### config.mk
export PLATFORM = sky130hd
export DESIGN_NAME = mips_debug_ctrl_flat
export DESIGN_NICKNAME = d
export VERILOG_FILES = /design/src/rtl/mips_dbg_pkg.sv /design/src/rtl/mips_debug_ctrl_if.sv /design/src/rtl/dbg_trace_fifo.sv /design/src/rtl/mips_debug_ctrl.sv /design/src/flat_wrapper.sv
export SDC_FILE = /design/constraint.sdc
export NUM_CORES = 1
export LEC_CHECK = 0
export CORE_MARGIN = 3
export CORE_UTILIZATION = 55
export CTS_CLUSTER_DIAMETER = 40
export DETAILED_ROUTE_END_ITERATION = 16
export PLACE_DENSITY = 0.75
export SYNTH_ARGS = -nofsm -noshare
export SYNTH_HDL_FRONTEND = slang
export SYNTH_SLANG_ARGS = --single-unit
export TNS_END_PERCENT = 10
### constraint.sdc
create_clock -name clk -period 5 [get_ports clk]
set_clock_uncertainty 0.15 [all_clocks]
set_input_delay 1.25 -clock clk [delete_from_list [all_inputs] [get_ports clk]]
set_output_delay 1.25 -clock clk [all_outputs]
set_load 0.05 [all_outputs]
### src/rtl/mips_dbg_pkg.sv
// mips_dbg_pkg: state/command encodings and trace entry width for the debug controller
package mips_dbg_pkg;
   typedef enum logic [1:0] {ST_CPU_RST = 2'b00, ST_HALT = 2'b01, ST_RUN = 2'b10, ST_STEP = 2'b11} state_e;
   typedef enum logic [1:0] {OP_RUN = 2'b00, OP_STEP = 2'b01, OP_HALT = 2'b10, OP_RESET_CPU = 2'b11} op_e;
   function automatic int trace_w(input int pc_w, input int reg_aw, input int data_w);
      return pc_w + reg_aw + data_w;
   endfunction
endpackage

### src/rtl/mips_debug_ctrl_if.sv
// mips_debug_ctrl_if: command, core and trace signals between bench/board and the debug controller
interface mips_debug_ctrl_if
   import mips_dbg_pkg::*;
#(
   parameter int DATA_W      = 8,
   parameter int PC_W        = 6,
   parameter int REG_AW      = 3,
   parameter int TRACE_DEPTH = 16
);
   localparam int TW = trace_w(PC_W, REG_AW, DATA_W);
   localparam int CW = $clog2(TRACE_DEPTH + 1);
   logic              cmd_valid;
   logic              cmd_ready;
   logic [1:0]        cmd_op;
   logic [15:0]       cmd_count;
   logic              bp_en;
   logic [PC_W-1:0]   bp_pc;
   logic [PC_W-1:0]   pc;
   logic              reg_write;
   logic [REG_AW-1:0] write_reg;
   logic [DATA_W-1:0] write_data;
   logic              cpu_rst;
   logic              cpu_ce;
   logic              trace_rd;
   logic [TW-1:0]     trace_data;
   logic              trace_valid;
   logic [CW-1:0]     trace_count;
   logic              trace_overflow;
   logic [1:0]        state;
   logic              halted;
   logic              bp_hit;
   logic [31:0]       cycle_count;
   modport master (
      output cmd_valid, cmd_op, cmd_count, bp_en, bp_pc, pc, reg_write, write_reg, write_data, trace_rd,
      input  cmd_ready, cpu_rst, cpu_ce, trace_data, trace_valid, trace_count, trace_overflow,
             state, halted, bp_hit, cycle_count
   );
   modport slave (
      input  cmd_valid, cmd_op, cmd_count, bp_en, bp_pc, pc, reg_write, write_reg, write_data, trace_rd,
      output cmd_ready, cpu_rst, cpu_ce, trace_data, trace_valid, trace_count, trace_overflow,
             state, halted, bp_hit, cycle_count
   );
endinterface

### src/rtl/dbg_trace_fifo.sv
// dbg_trace_fifo: show-ahead FIFO with synchronous clear and sticky overflow on dropped pushes
module dbg_trace_fifo #(
   parameter  int W     = 17,
   parameter  int DEPTH = 16,
   localparam int CW    = $clog2(DEPTH + 1)
) (
   input  logic          clk,
   input  logic          rst,
   input  logic          clr_i,
   input  logic          push_i,
   input  logic          pop_i,
   input  logic [W-1:0]  din_i,
   output logic [W-1:0]  dout_o,
   output logic          empty_o,
   output logic [CW-1:0] count_o,
   output logic          overflow_o
);
   localparam int AW = $clog2(DEPTH);
   logic [W-1:0]  mem_q [DEPTH];
   logic [AW-1:0] wr_q, rd_q;
   logic [CW-1:0] cnt_q;
   logic          ovf_q, full, do_push, do_pop;
   assign empty_o    = cnt_q == '0;
   assign full       = cnt_q == CW'(DEPTH);
   assign do_pop     = pop_i && !empty_o;
   // a pop frees the slot, so a full FIFO can still accept a simultaneous push
   assign do_push    = push_i && (!full || do_pop);
   assign dout_o     = mem_q[rd_q];
   assign count_o    = cnt_q;
   assign overflow_o = ovf_q;
   always_ff @(posedge clk or posedge rst)
      if (rst) begin
         wr_q  <= '0;
         rd_q  <= '0;
         cnt_q <= '0;
         ovf_q <= 1'b0;
      end else if (clr_i) begin
         wr_q  <= '0;
         rd_q  <= '0;
         cnt_q <= '0;
         ovf_q <= 1'b0;
      end else begin
         wr_q  <= wr_q + AW'(do_push);
         rd_q  <= rd_q + AW'(do_pop);
         cnt_q <= cnt_q + CW'(do_push) - CW'(do_pop);
         ovf_q <= ovf_q || (push_i && !do_push);
      end
   always_ff @(posedge clk)
      if (do_push) mem_q[wr_q] <= din_i;
endmodule

### src/rtl/mips_debug_ctrl.sv
// mips_debug_ctrl: run control (reset/run/halt/step), PC breakpoint, cycle counter and write-back trace
module mips_debug_ctrl
   import mips_dbg_pkg::*;
#(
   parameter int DATA_W      = 8,
   parameter int PC_W        = 6,
   parameter int REG_AW      = 3,
   parameter int TRACE_DEPTH = 16,
   parameter int RST_CYCLES  = 2
) (
   input logic              clk,
   input logic              rst,
   mips_debug_ctrl_if.slave dbg
);
   localparam int TW = trace_w(PC_W, REG_AW, DATA_W);
   localparam int RW = $clog2(RST_CYCLES + 1);
   state_e        state_q, state_d;
   logic [RW-1:0] rst_cnt_q, rst_cnt_d;
   logic [15:0]   rem_q, rem_d;
   logic          bp_skip_q, bp_skip_d, bp_hit_q, bp_hit_d;
   logic [31:0]   cyc_q;
   logic          active, accept, rst_cmd, bp_fire, ce, empty;
   always_comb begin
      active  = state_q == ST_RUN || state_q == ST_STEP;
      accept  = dbg.cmd_valid && state_q != ST_CPU_RST;
      rst_cmd = accept && dbg.cmd_op == OP_RESET_CPU;
      bp_fire = active && dbg.bp_en && dbg.pc == dbg.bp_pc && !bp_skip_q;
      ce      = active && !bp_fire && !rst_cmd;
   end
   // priority: RESET_CPU > breakpoint > HALT command > step completion
   always_comb begin
      state_d   = state_q;
      rst_cnt_d = rst_cnt_q;
      rem_d     = rem_q;
      bp_skip_d = bp_skip_q;
      bp_hit_d  = bp_hit_q;
      if (ce) begin
         bp_skip_d = 1'b0;
         rem_d     = rem_q - 16'd1;
      end
      if (state_q == ST_CPU_RST) begin
         rst_cnt_d = rst_cnt_q - RW'(1);
         state_d   = rst_cnt_q == RW'(1) ? ST_HALT : ST_CPU_RST;
      end else if (rst_cmd) begin
         state_d   = ST_CPU_RST;
         rst_cnt_d = RW'(RST_CYCLES);
         bp_hit_d  = 1'b0;
      end else if (state_q == ST_HALT) begin
         if (accept && (dbg.cmd_op == OP_RUN || dbg.cmd_op == OP_STEP)) begin
            state_d   = dbg.cmd_op == OP_RUN ? ST_RUN : ST_STEP;
            rem_d     = dbg.cmd_count == '0 ? 16'd1 : dbg.cmd_count;
            bp_skip_d = 1'b1;
            bp_hit_d  = 1'b0;
         end
      end else if (bp_fire) begin
         state_d  = ST_HALT;
         bp_hit_d = 1'b1;
      end else if ((accept && dbg.cmd_op == OP_HALT) || (state_q == ST_STEP && rem_q == 16'd1)) begin
         state_d = ST_HALT;
      end
   end
   always_ff @(posedge clk or posedge rst)
      if (rst) begin
         state_q   <= ST_CPU_RST;
         rst_cnt_q <= RW'(RST_CYCLES);
         rem_q     <= '0;
         bp_skip_q <= 1'b0;
         bp_hit_q  <= 1'b0;
         cyc_q     <= '0;
      end else begin
         state_q   <= state_d;
         rst_cnt_q <= rst_cnt_d;
         rem_q     <= rem_d;
         bp_skip_q <= bp_skip_d;
         bp_hit_q  <= bp_hit_d;
         cyc_q     <= rst_cmd ? '0 : cyc_q + 32'(ce);
      end
   dbg_trace_fifo #(.W(TW), .DEPTH(TRACE_DEPTH)) u_fifo (
      .clk       (clk),
      .rst       (rst),
      .clr_i     (rst_cmd),
      .push_i    (ce && dbg.reg_write),
      .pop_i     (dbg.trace_rd),
      .din_i     ({dbg.pc, dbg.write_reg, dbg.write_data}),
      .dout_o    (dbg.trace_data),
      .empty_o   (empty),
      .count_o   (dbg.trace_count),
      .overflow_o(dbg.trace_overflow)
   );
   assign dbg.cmd_ready   = state_q != ST_CPU_RST;
   assign dbg.cpu_rst     = state_q == ST_CPU_RST;
   assign dbg.cpu_ce      = ce;
   assign dbg.state       = state_q;
   assign dbg.halted      = state_q == ST_HALT;
   assign dbg.bp_hit      = bp_hit_q;
   assign dbg.cycle_count = cyc_q;
   assign dbg.trace_valid = !empty;
endmodule

### src/flat_wrapper.sv
// flat-port wrapper written by rule: the top's interface ports become plain ports
module mips_debug_ctrl_flat import mips_dbg_pkg::*;
#(
   parameter int DATA_W      = 8,
   parameter int PC_W        = 6,
   parameter int REG_AW      = 3,
   parameter int TRACE_DEPTH = 16,
   parameter int RST_CYCLES  = 2
)
  (clk, rst, dbg_cmd_valid, dbg_cmd_op, dbg_cmd_count, dbg_bp_en, dbg_bp_pc, dbg_pc, dbg_reg_write, dbg_write_reg, dbg_write_data, dbg_trace_rd, dbg_cmd_ready, dbg_cpu_rst, dbg_cpu_ce, dbg_trace_data, dbg_trace_valid, dbg_trace_count, dbg_trace_overflow, dbg_state, dbg_halted, dbg_bp_hit, dbg_cycle_count);
  mips_debug_ctrl_if #(.DATA_W(DATA_W), .PC_W(PC_W), .REG_AW(REG_AW), .TRACE_DEPTH(TRACE_DEPTH)) dbg_i ();
  input logic clk;
  input logic rst;
  input wire logic [$bits(dbg_i.cmd_valid)-1:0] dbg_cmd_valid;
  input wire logic [$bits(dbg_i.cmd_op)-1:0] dbg_cmd_op;
  input wire logic [$bits(dbg_i.cmd_count)-1:0] dbg_cmd_count;
  input wire logic [$bits(dbg_i.bp_en)-1:0] dbg_bp_en;
  input wire logic [$bits(dbg_i.bp_pc)-1:0] dbg_bp_pc;
  input wire logic [$bits(dbg_i.pc)-1:0] dbg_pc;
  input wire logic [$bits(dbg_i.reg_write)-1:0] dbg_reg_write;
  input wire logic [$bits(dbg_i.write_reg)-1:0] dbg_write_reg;
  input wire logic [$bits(dbg_i.write_data)-1:0] dbg_write_data;
  input wire logic [$bits(dbg_i.trace_rd)-1:0] dbg_trace_rd;
  output wire logic [$bits(dbg_i.cmd_ready)-1:0] dbg_cmd_ready;
  output wire logic [$bits(dbg_i.cpu_rst)-1:0] dbg_cpu_rst;
  output wire logic [$bits(dbg_i.cpu_ce)-1:0] dbg_cpu_ce;
  output wire logic [$bits(dbg_i.trace_data)-1:0] dbg_trace_data;
  output wire logic [$bits(dbg_i.trace_valid)-1:0] dbg_trace_valid;
  output wire logic [$bits(dbg_i.trace_count)-1:0] dbg_trace_count;
  output wire logic [$bits(dbg_i.trace_overflow)-1:0] dbg_trace_overflow;
  output wire logic [$bits(dbg_i.state)-1:0] dbg_state;
  output wire logic [$bits(dbg_i.halted)-1:0] dbg_halted;
  output wire logic [$bits(dbg_i.bp_hit)-1:0] dbg_bp_hit;
  output wire logic [$bits(dbg_i.cycle_count)-1:0] dbg_cycle_count;
  assign dbg_i.cmd_valid = dbg_cmd_valid;
  assign dbg_i.cmd_op = dbg_cmd_op;
  assign dbg_i.cmd_count = dbg_cmd_count;
  assign dbg_i.bp_en = dbg_bp_en;
  assign dbg_i.bp_pc = dbg_bp_pc;
  assign dbg_i.pc = dbg_pc;
  assign dbg_i.reg_write = dbg_reg_write;
  assign dbg_i.write_reg = dbg_write_reg;
  assign dbg_i.write_data = dbg_write_data;
  assign dbg_i.trace_rd = dbg_trace_rd;
  assign dbg_cmd_ready = dbg_i.cmd_ready;
  assign dbg_cpu_rst = dbg_i.cpu_rst;
  assign dbg_cpu_ce = dbg_i.cpu_ce;
  assign dbg_trace_data = dbg_i.trace_data;
  assign dbg_trace_valid = dbg_i.trace_valid;
  assign dbg_trace_count = dbg_i.trace_count;
  assign dbg_trace_overflow = dbg_i.trace_overflow;
  assign dbg_state = dbg_i.state;
  assign dbg_halted = dbg_i.halted;
  assign dbg_bp_hit = dbg_i.bp_hit;
  assign dbg_cycle_count = dbg_i.cycle_count;
  mips_debug_ctrl #(.DATA_W(DATA_W), .PC_W(PC_W), .REG_AW(REG_AW), .TRACE_DEPTH(TRACE_DEPTH), .RST_CYCLES(RST_CYCLES)) u_core (.clk(clk), .rst(rst), .dbg(dbg_i));
endmodule
-- Yosys cells after proc, flatten, opt, wreduce, memory -nomap -nowiden
Memory sizes are Yosys's and may differ from the RTL's.
Cells that the tools add are included.
- output and inout port bits: 63
- register bits after elaboration: 68
- memories kept: 1
- word-level logic and storage cells: 98
- RAM bits: 272
- input port bits: 47
- memory list (memory ; words ; width ; rd ports ; clocked after memory_dff ; wr ports ; line ; source):
    u_core.u_fifo.mem_q ; 16 ; 17 ; 1 ; 0 ; 1 ; dbg_trace_fifo.sv:19 ; logic [W-1:0] mem_q [DEPTH];
- bitwise logic cells: 1
- reduce and logical (&&, ||, !) cells: 35
- add/subtract/negate cells: 7
- mux-type cells: 32
- equal/unequal tests: 12
- operators with widths (cell ; count):
    $mux W16 ; 6
    $add A32 B1 Y32 ; 1
    $mux W32 ; 1
    $eq A16 B1 Y1 const B ; 1
    $logic_not A16 Y1 ; 1
    $mux W2 ; 8
    $sub A16 B1 Y16 const B ; 1
    $logic_and A1 B1 Y1 ; 14
    $mux W1 ; 14
    $add A4 B1 Y4 ; 2
    $eq A2 B2 Y1 const B ; 4
    $mux W4 ; 2
    $eq A2 B1 Y1 const B ; 3
    $eq A6 B6 Y1 ; 1
    $logic_not A1 Y1 ; 6
    $add A5 B1 Y5 ; 1
    $eq A5 B5 Y1 const B ; 1
    $logic_not A5 Y1 ; 1
    $logic_or A1 B1 Y1 ; 5
    $mux W5 ; 1
    $reduce_bool A5 Y1 ; 1
    $sub A5 B1 Y5 ; 1
    $logic_not A2 Y1 ; 2
    $ne A4 B2 Y1 const B ; 1
    7 further kinds ; 8

-- Logic depth before layout (Yosys ltp)
Gate-level depths: netlist of the first run.
- depth in word-level cells: 14
- gate-level depth with buffers: 15
- depth with buffers taken out: 13

-- By module
From an unflattened synthesis of the first run, not the netlist that was laid out.
- cells, all modules: 836
- area, all modules: 14108.5 um2
- modules (own cells, without submodules) (module ; times used ; area an instance (um2) ; seq. area each (um2) ; cells an instance):
    dbg_trace_fifo ; 1 ; 11094.4 ; 8518.2 ; 513
    mips_debug_ctrl ; 1 ; 3014.1 ; 1352.5 ; 323

-- Least setup slack after synthesis of the first run
OpenSTA, ideal clock, no wires.
- path kind: in2reg
- start point: input dbg_pc[5]
- end point: memory u_core.u_fifo.mem_q[0][0] (enable)
- buffers on the path: 1
- stages on the path: 6
- library setup time: 441 ps
- data arrival time: 4222 ps
- path slack: 187 ps
- data required time: 4409 ps
- cells stage by stage: xor2_1 -> nor4_1 -> buf_2 -> a21oi_4 -> nand3b_2 -> nor4b_1
- longest elaborated chain between the ends: 10
- ends and longest elaborated chain (element ; line ; source):
    start: declaration ; flat_wrapper.sv:19 ; input wire logic [$bits(dbg_i.pc)-1:0] dbg_pc;
    $eq A6 B6 Y1 ; mips_debug_ctrl.sv:27 ; bp_fire = active && dbg.bp_en && dbg.pc == dbg.bp_pc && !bp_skip_q;
    $logic_and A1 B1 Y1 (2 in series) ; mips_debug_ctrl.sv:27 ;
    $logic_not A1 Y1 ; mips_debug_ctrl.sv:28 ; ce = active && !bp_fire && !rst_cmd;
    $logic_and A1 B1 Y1 (2 in series) ; mips_debug_ctrl.sv:28 ;
    named net dbg_cpu_ce ; flat_wrapper.sv:26 ; output wire logic [$bits(dbg_i.cpu_ce)-1:0] dbg_cpu_ce;
    $logic_and A1 B1 Y1 ; mips_debug_ctrl.sv:82 ; .push_i (ce && dbg.reg_write),
    $logic_and A1 B1 Y1 ; dbg_trace_fifo.sv:27 ; assign do_push = push_i && (!full || do_pop);
    $mux W1 ; dbg_trace_fifo.sv:49 ; if (do_push) mem_q[wr_q] <= din_i;
    $mux W1 (implied by the code) ; dbg_trace_fifo.sv:49 ;
    end: declaration ; dbg_trace_fifo.sv:19 ;
The timed path passes the listed nets, and every way through them passes these cells.

-- Final worst setup path of the first run
- start point: input dbg_pc[2]
- end point: output dbg_cpu_ce
- longest elaborated chain between the ends: 6
- ends and longest elaborated chain (element ; line):
    $eq A6 B6 Y1 ; mips_debug_ctrl.sv:27
    $logic_and A1 B1 Y1 (2 in series) ; mips_debug_ctrl.sv:27
    $logic_not A1 Y1 ; mips_debug_ctrl.sv:28
    $logic_and A1 B1 Y1 (2 in series) ; mips_debug_ctrl.sv:28
    end: declaration ; flat_wrapper.sv:26
Every way passes these cells.

==> results of run 1 <==
metrics by stage:
stage,total power [W],hold WS (ns)
finish,0.00984,0.327
CTS,0.00993,0.329
detailed placement,0.00669,0.315
floorplan,0.00579,0.287
global route,0.0102,0.355
global placement,0.00664,0.309
sequential cells by signal, indices dropped and copies added (netlist names):
register	count
u_core.dbg.state	2
u_core.u_fifo.count_o	5
u_core.rem_q	16
u_core.dbg.cycle_count	32
u_core.u_fifo.rd_q	4
u_core.rst_cnt_q	2
u_core.dbg.bp_hit	1
u_core.u_fifo.mem_q	272
u_core.bp_skip_q	1
u_core.u_fifo.overflow_o	1
u_core.u_fifo.wr_q	4
synth_stat cells, types with 3 or more instances:
library cell | n | area share, %
edfxtp_1 | 272 | 58
mux4_2 | 85 | 14
dfrtp_1 | 67 | 12
nor2_1 | 51 | 1.4
nand2_1 | 37 | 0.99
xor2_1 | 30 | 1.9
nand3_1 | 21 | 0.75
buf_2 | 15 | 0.53
clkbuf_1 | 15 | 0.40
ha_1 | 15 | 1.3
nor3_1 | 15 | 0.53
xnor2_1 | 15 | 0.93
inv_1 | 12 | 0.32
nor4_1 | 12 | 0.53
a21oi_1 | 10 | 0.36
nand4_1 | 10 | 0.44
nor2b_1 | 10 | 0.44
o21ai_1 | 9 | 0.32
and4_1 | 7 | 0.44
or3_1 | 7 | 0.31
nand2b_1 | 6 | 0.27
buf_6 | 5 | 0.40
o21ai_0 | 5 | 0.18
a211o_1 | 4 | 0.25
a211oi_1 | 4 | 0.21
and3_1 | 4 | 0.18
o311ai_1 | 4 | 0.25
a31oi_1 | 3 | 0.13
o211ai_1 | 3 | 0.16
worst max path at each step:
stage	startpoint	end	slack (ns)	cells after the start
floorplan	dbg_pc[5]	u_core.u_fifo.mem_q[0][0]	0.19	6
global placement	dbg_pc[2]	dbg_cpu_ce	0.35	6
detailed placement	dbg_pc[2]	u_core.u_fifo.count_o[4]	0.31	13
CTS	u_core.u_fifo.rd_q[0]	dbg_trace_data[7]	0.21	4
global route	u_core.u_fifo.rd_q[0]	dbg_trace_data[7]	0.14	4
finish	dbg_pc[2]	dbg_cpu_ce	0.27	6
critical path, cell delays in order:
cell and delay (ns):
clkdlybuf4s50_1 0.80, xor2_1 0.19, nor4_2 0.58, a21oi_4 0.12
buf_4 0.19, buf_4 0.19
routing by layer:
layer / GRT usage [%] / routed length [um]
met3: 4.88 / 2270
met2: 37.9 / 16000
met1: 32.6 / 12900
met4: 5.57 / 445
met5: 0 / 15
cells by family (layout without fill, tap and decap cells):
| family | Yosys count | count (layout) |
|---|---|---|
| buf+inv | 52 | 240 |
| mux | 87 | 87 |
| simple gates | 198 | 198 |
| flops | 340 | 340 |
| xor+xnor | 45 | 45 |
| compound gates | 53 | 53 |
| fa+ha+maj | 16 | 16 |
cell type report:
cell class	count	area share, %
clock buffer	48	6.60
sequential	340	56.9
tap	324	2.33
clock inverter	30	2.13
multi-input combinational	399	23.4
timing repair buffer	148	8.32
inverter	14	0.303
power groups by stage:
stage,Clock [W],Sequential (W),Combinational [W]
2_1_floorplan,0,0.00362,0.00217
3_3_place_gp,0,0.00357,0.00307
3_5_place_dp,0,0.00358,0.00312
4_1_cts,0.00325,0.00352,0.00315
5_1_grt,0.00337,0.00356,0.00332
6_report,0.00320,0.00352,0.00311
==> qor.txt, run 1 <==
Post-synth EDFFs: 272
XOR/XNOR share of the synthesized area: 2.80%
ratio of cells with drive above 1 in the final layout: 24.1%
Final Hold Viols: 0
# nets final: 1009
Cells after DPL: 1225
Core Util, Final: 70.2%
worst slack at placement: 0.310 ns
NetSw: 0.00320 W
worst hold stages: 2
drt drc: 0
H-tree depth: 2
Synth async-reset ratio: 20.0%
Hold EP: u_core.bp_skip_q
Syn Area/Cell: 17.8 um2
initial antenna violation count: 1
Worst-path clk slew: 0.06 ns
post-synthesis sequential area ratio: 70.0%
sw frac: 32.5%
num rows: 57
first-pass GRT wire length: 48800 um
Simple-Gate Fraction of Synth Area: 7.45%
Multi-input gate area: 4070 um2
post-DP HPWL: 17600 um
YS warnings: 0
Final Wtd Congestion: 0.782
core box area: 24700 um2
pin count of the biggest net entering global routing: 71
endpoints failing setup: 0
CTS root buffer: clkbuf_16
via count: 7851
relative slew slack: 38.9%
num ports: 110
number of port buffers: 109
Synth Area in Adders: 1.47%
Post-CTS Hold Buffers: 0
Crit Path Max Fanout: 17
maximum vdd drop: 0.490 mV
Initial Util: 56.9%
Clock Tree Buf Depth: 3
post-synthesis mux area share: 13.7%
Final Cell Area: 17400 um2
Post-Synthesis Cells: 791
Initial DRC Count: 659
most common cell after layout, fill and taps aside: edfxtp_1
Pins Over Slew Limit: 0
CP arrival: 3.33 ns
post-CTS setup buffers: 0
Seq cells post-synth: 340
r2r endpoint: u_core.u_fifo.count_o[4]
area delta synth->final: 23.2%
post-CTS resize count: 0
number of global-route vias before repair: 8211
fin cells: 1303
min-delay src: u_core.bp_skip_q
Hold WC Path Type: flop to flop
post-route setup TNS: 0 ns
logic gate share of total power: 31.6%
critical path class: input pin to output pin
unrepaired setup endpoints after global routing: no
Synth Area in Compound Gates: 2.65%
register area: 9880 um2
Final ANT Viol Nets: 0
final WL: 31700 um
Num CTS Buffers: 43
Main synth FF type: edfxtp_1
largest family of logic cells by synthesized area: multiplexers
status: finished clean
routed vias/inst: 6.03
syn nets: 854
crit path launch type: input pin
synthesized area: 14100 um2
Final Cycle Share: 94.7%
CTS tree: built
router iterations before antenna repair: 5
Clk pwr share: 32.5%
R2R depth: 12
GRT Resource Usage Total: 23.1%
total die area: 27600 um2
DR WL/cell: 24.3 um
Clock Sinks: 340
min cycle time layout: 4.73 ns
sequential power share: 35.8%
Int Pwr: 0.00664 W
area post-placement: 15800 um2
worst r2r src: u_core.dbg.state[1]
Leak: 6.03 nW
Antenna Diode Count: 0
f_max: 0.211 GHz
Least-Margin Pin Slew: 0.905 ns
max cap viols: 0
Die W: 166 um
Fillers: 1567
Worst EP required: 3.60 ns
Die Y-Extent: 166 um
Crit. End Element: output pin
Power Dens Cells: 567 nW/um2
worst-skew pair later-pin latency: 0.53 ns
synth unique cells: 61
reg2reg setup slack: 1.77 ns
commonest non-fill, non-tap cells in the layout: 272 x edfxtp_1, 108 x clkdlybuf4s50_1, 85 x mux4_2
slack of the critical path: 0.267 ns
gr ovfl total: 0
Power figures use the tool's default switching activity.
==> run 2: changes to the inputs <==
CELL_PAD_IN_SITES_DETAIL_PLACEMENT = 0   (was unset)
CELL_PAD_IN_SITES_GLOBAL_PLACEMENT = 1   (was unset)
CORE_UTILIZATION = 50   (was 55)
GPL_ROUTABILITY_DRIVEN = 0   (was unset)
PLACE_DENSITY = 0.78   (was 0.75)
==> qor.txt, run 2 (synthesis gave the netlist of run 1 again) <==
fin cells: 1362
core box area: 27300 um2
final WL: 30600 um
Initial Util: 51.6%
global route hottest layer: met2
first-pass GRT wire length: 49100 um
Die W: 174 um
num ports: 110
Crit Path Max Fanout: 22
Cells after DPL: 1281
ratio of cells with drive above 1 in the final layout: 24.8%
H-tree depth: 2
Least-Margin Pin Slew: 1.05 ns
gr ovfl total: 0
Worst-path clk slew: 0.06 ns
Leak: 6.00 nW
Worst EP required: 3.60 ns
area delta synth->final: 23.2%
crit path launch type: flop
CTS tree: built
post-CTS resize count: 0
PnR Total Power: 0.00962 W
critical path class: flop to output pin
Power Dens Cells: 554 nW/um2
Final Hold Viols: 0
met1 GRT Util: 28.4%
routed vias/inst: 5.79
GRT Resource Usage Total: 20.8%
Final Cycle Share: 95.1%
Pins Over Slew Limit: 0
worst-skew pair later-pin latency: 0.53 ns
Final ANT Viol Nets: 0
post-DP HPWL: 19100 um
num rows: 60
initial antenna violation count: 0
via count: 7891
status: finished clean
Die Y-Extent: 174 um
Largest register FFs: 272
Most flops, register: u_core.u_fifo.mem_q
most common cell after layout, fill and taps aside: edfxtp_1
total die area: 30200 um2
number of port buffers: 109
CP arrival: 3.36 ns
Num CTS Buffers: 43
router iterations before antenna repair: 5
min cycle time layout: 4.76 ns
Initial DRC Count: 662
CTS root buffer: clkbuf_16
maximum vdd drop: 0.449 mV
max cap viols: 0
# nets final: 1017
met2 usage: 34.2%
GR Util met3: 4.59%
f_max: 0.210 GHz
Hold WC Path Type: flop to flop
Clock Tree Buf Depth: 3
Crit. End Element: output pin
pin count of the biggest net entering global routing: 53
Post-CTS Hold Buffers: 0
DR WL/cell: 22.5 um
post-CTS setup buffers: 0
commonest non-fill, non-tap cells in the layout: 272 x edfxtp_1, 108 x clkdlybuf4s50_1, 85 x mux4_2
number of global-route vias before repair: 8498
unrepaired setup endpoints after global routing: no
endpoints failing setup: 0
post-route setup TNS: 0 ns
Clock Sinks: 340
relative slew slack: 29.1%
drt drc: 0
-- run 2: stage by stage --
stage          utilization [%]  setup slack, ns  cell area, um2  hold slack [ns]
4_1_cts                   63.5            0.178           17400            0.339
3_5_place_dp              58.3            0.248           15900            0.328
6_report                  63.5            0.243           17400            0.332
5_1_grt                   63.5           0.0902           17400            0.374
3_3_place_gp              58.3            0.372           15900            0.308
2_1_floorplan                -            0.187           14100            0.287
-- run 2: power breakdown --
| group | leakage (nW) | internal (W) | switching, W |
|---|---|---|---|
| sequential | 3.33 | 0.00328 | 0.000275 |
| combinational | 1.98 | 0.00137 | 0.00169 |
| clock | 0.688 | 0.00178 | 0.00123 |
-- run 2: path summary, 6_finish.rpt --
path / startpoint / end / slack, ns / cells past startpoint
setup / recovery: u_core.u_fifo.rd_q[0] / dbg_trace_data[15] / 0.24 / 4
hold / removal: u_core.bp_skip_q / u_core.bp_skip_q / 0.33 / 2
setup reg to reg: u_core.dbg.state[1] / u_core.u_fifo.count_o[4] / 1.88 / 12
hold reg to reg: u_core.bp_skip_q / u_core.bp_skip_q / 0.33 / 2
max in group asynchronous: rst / u_core.dbg.cycle_count[2] / 2.66 / 3
min in group asynchronous: rst / u_core.dbg.state[0] / 1.15 / 2
-- run 2: critical path, cell delays in order (launching register included) --
cell,delay [ns]
dfrtp_4,0.73
buf_4,0.33
mux4_2,0.53
mux4_2,0.51
clkdlybuf4s50_1,0.72
-- run 2: final cells by class --
cell class | instances | area [um2]
Inverter | 14 | 52.6
Antenna cell | 1 | 2.50
Fill cell | 1946 | 9960
Multi-Input combinational cell | 399 | 4070
Sequential cell | 340 | 9880
Clock inverter | 35 | 334
Tap cell | 372 | 465
Clock buffer | 45 | 1080
Timing Repair Buffer | 156 | 1480
-- run 2: per-layer routing --
| metal | vias to the layer above | part of all wire (%) |
|---|---|---|
| met5 | - | 0 |
| met4 | 0 | 2.3 |
| met3 | 58 | 7.6 |
| met2 | 318 | 50 |
| met1 | 4039 | 40 |
| li1 | 3476 | - |
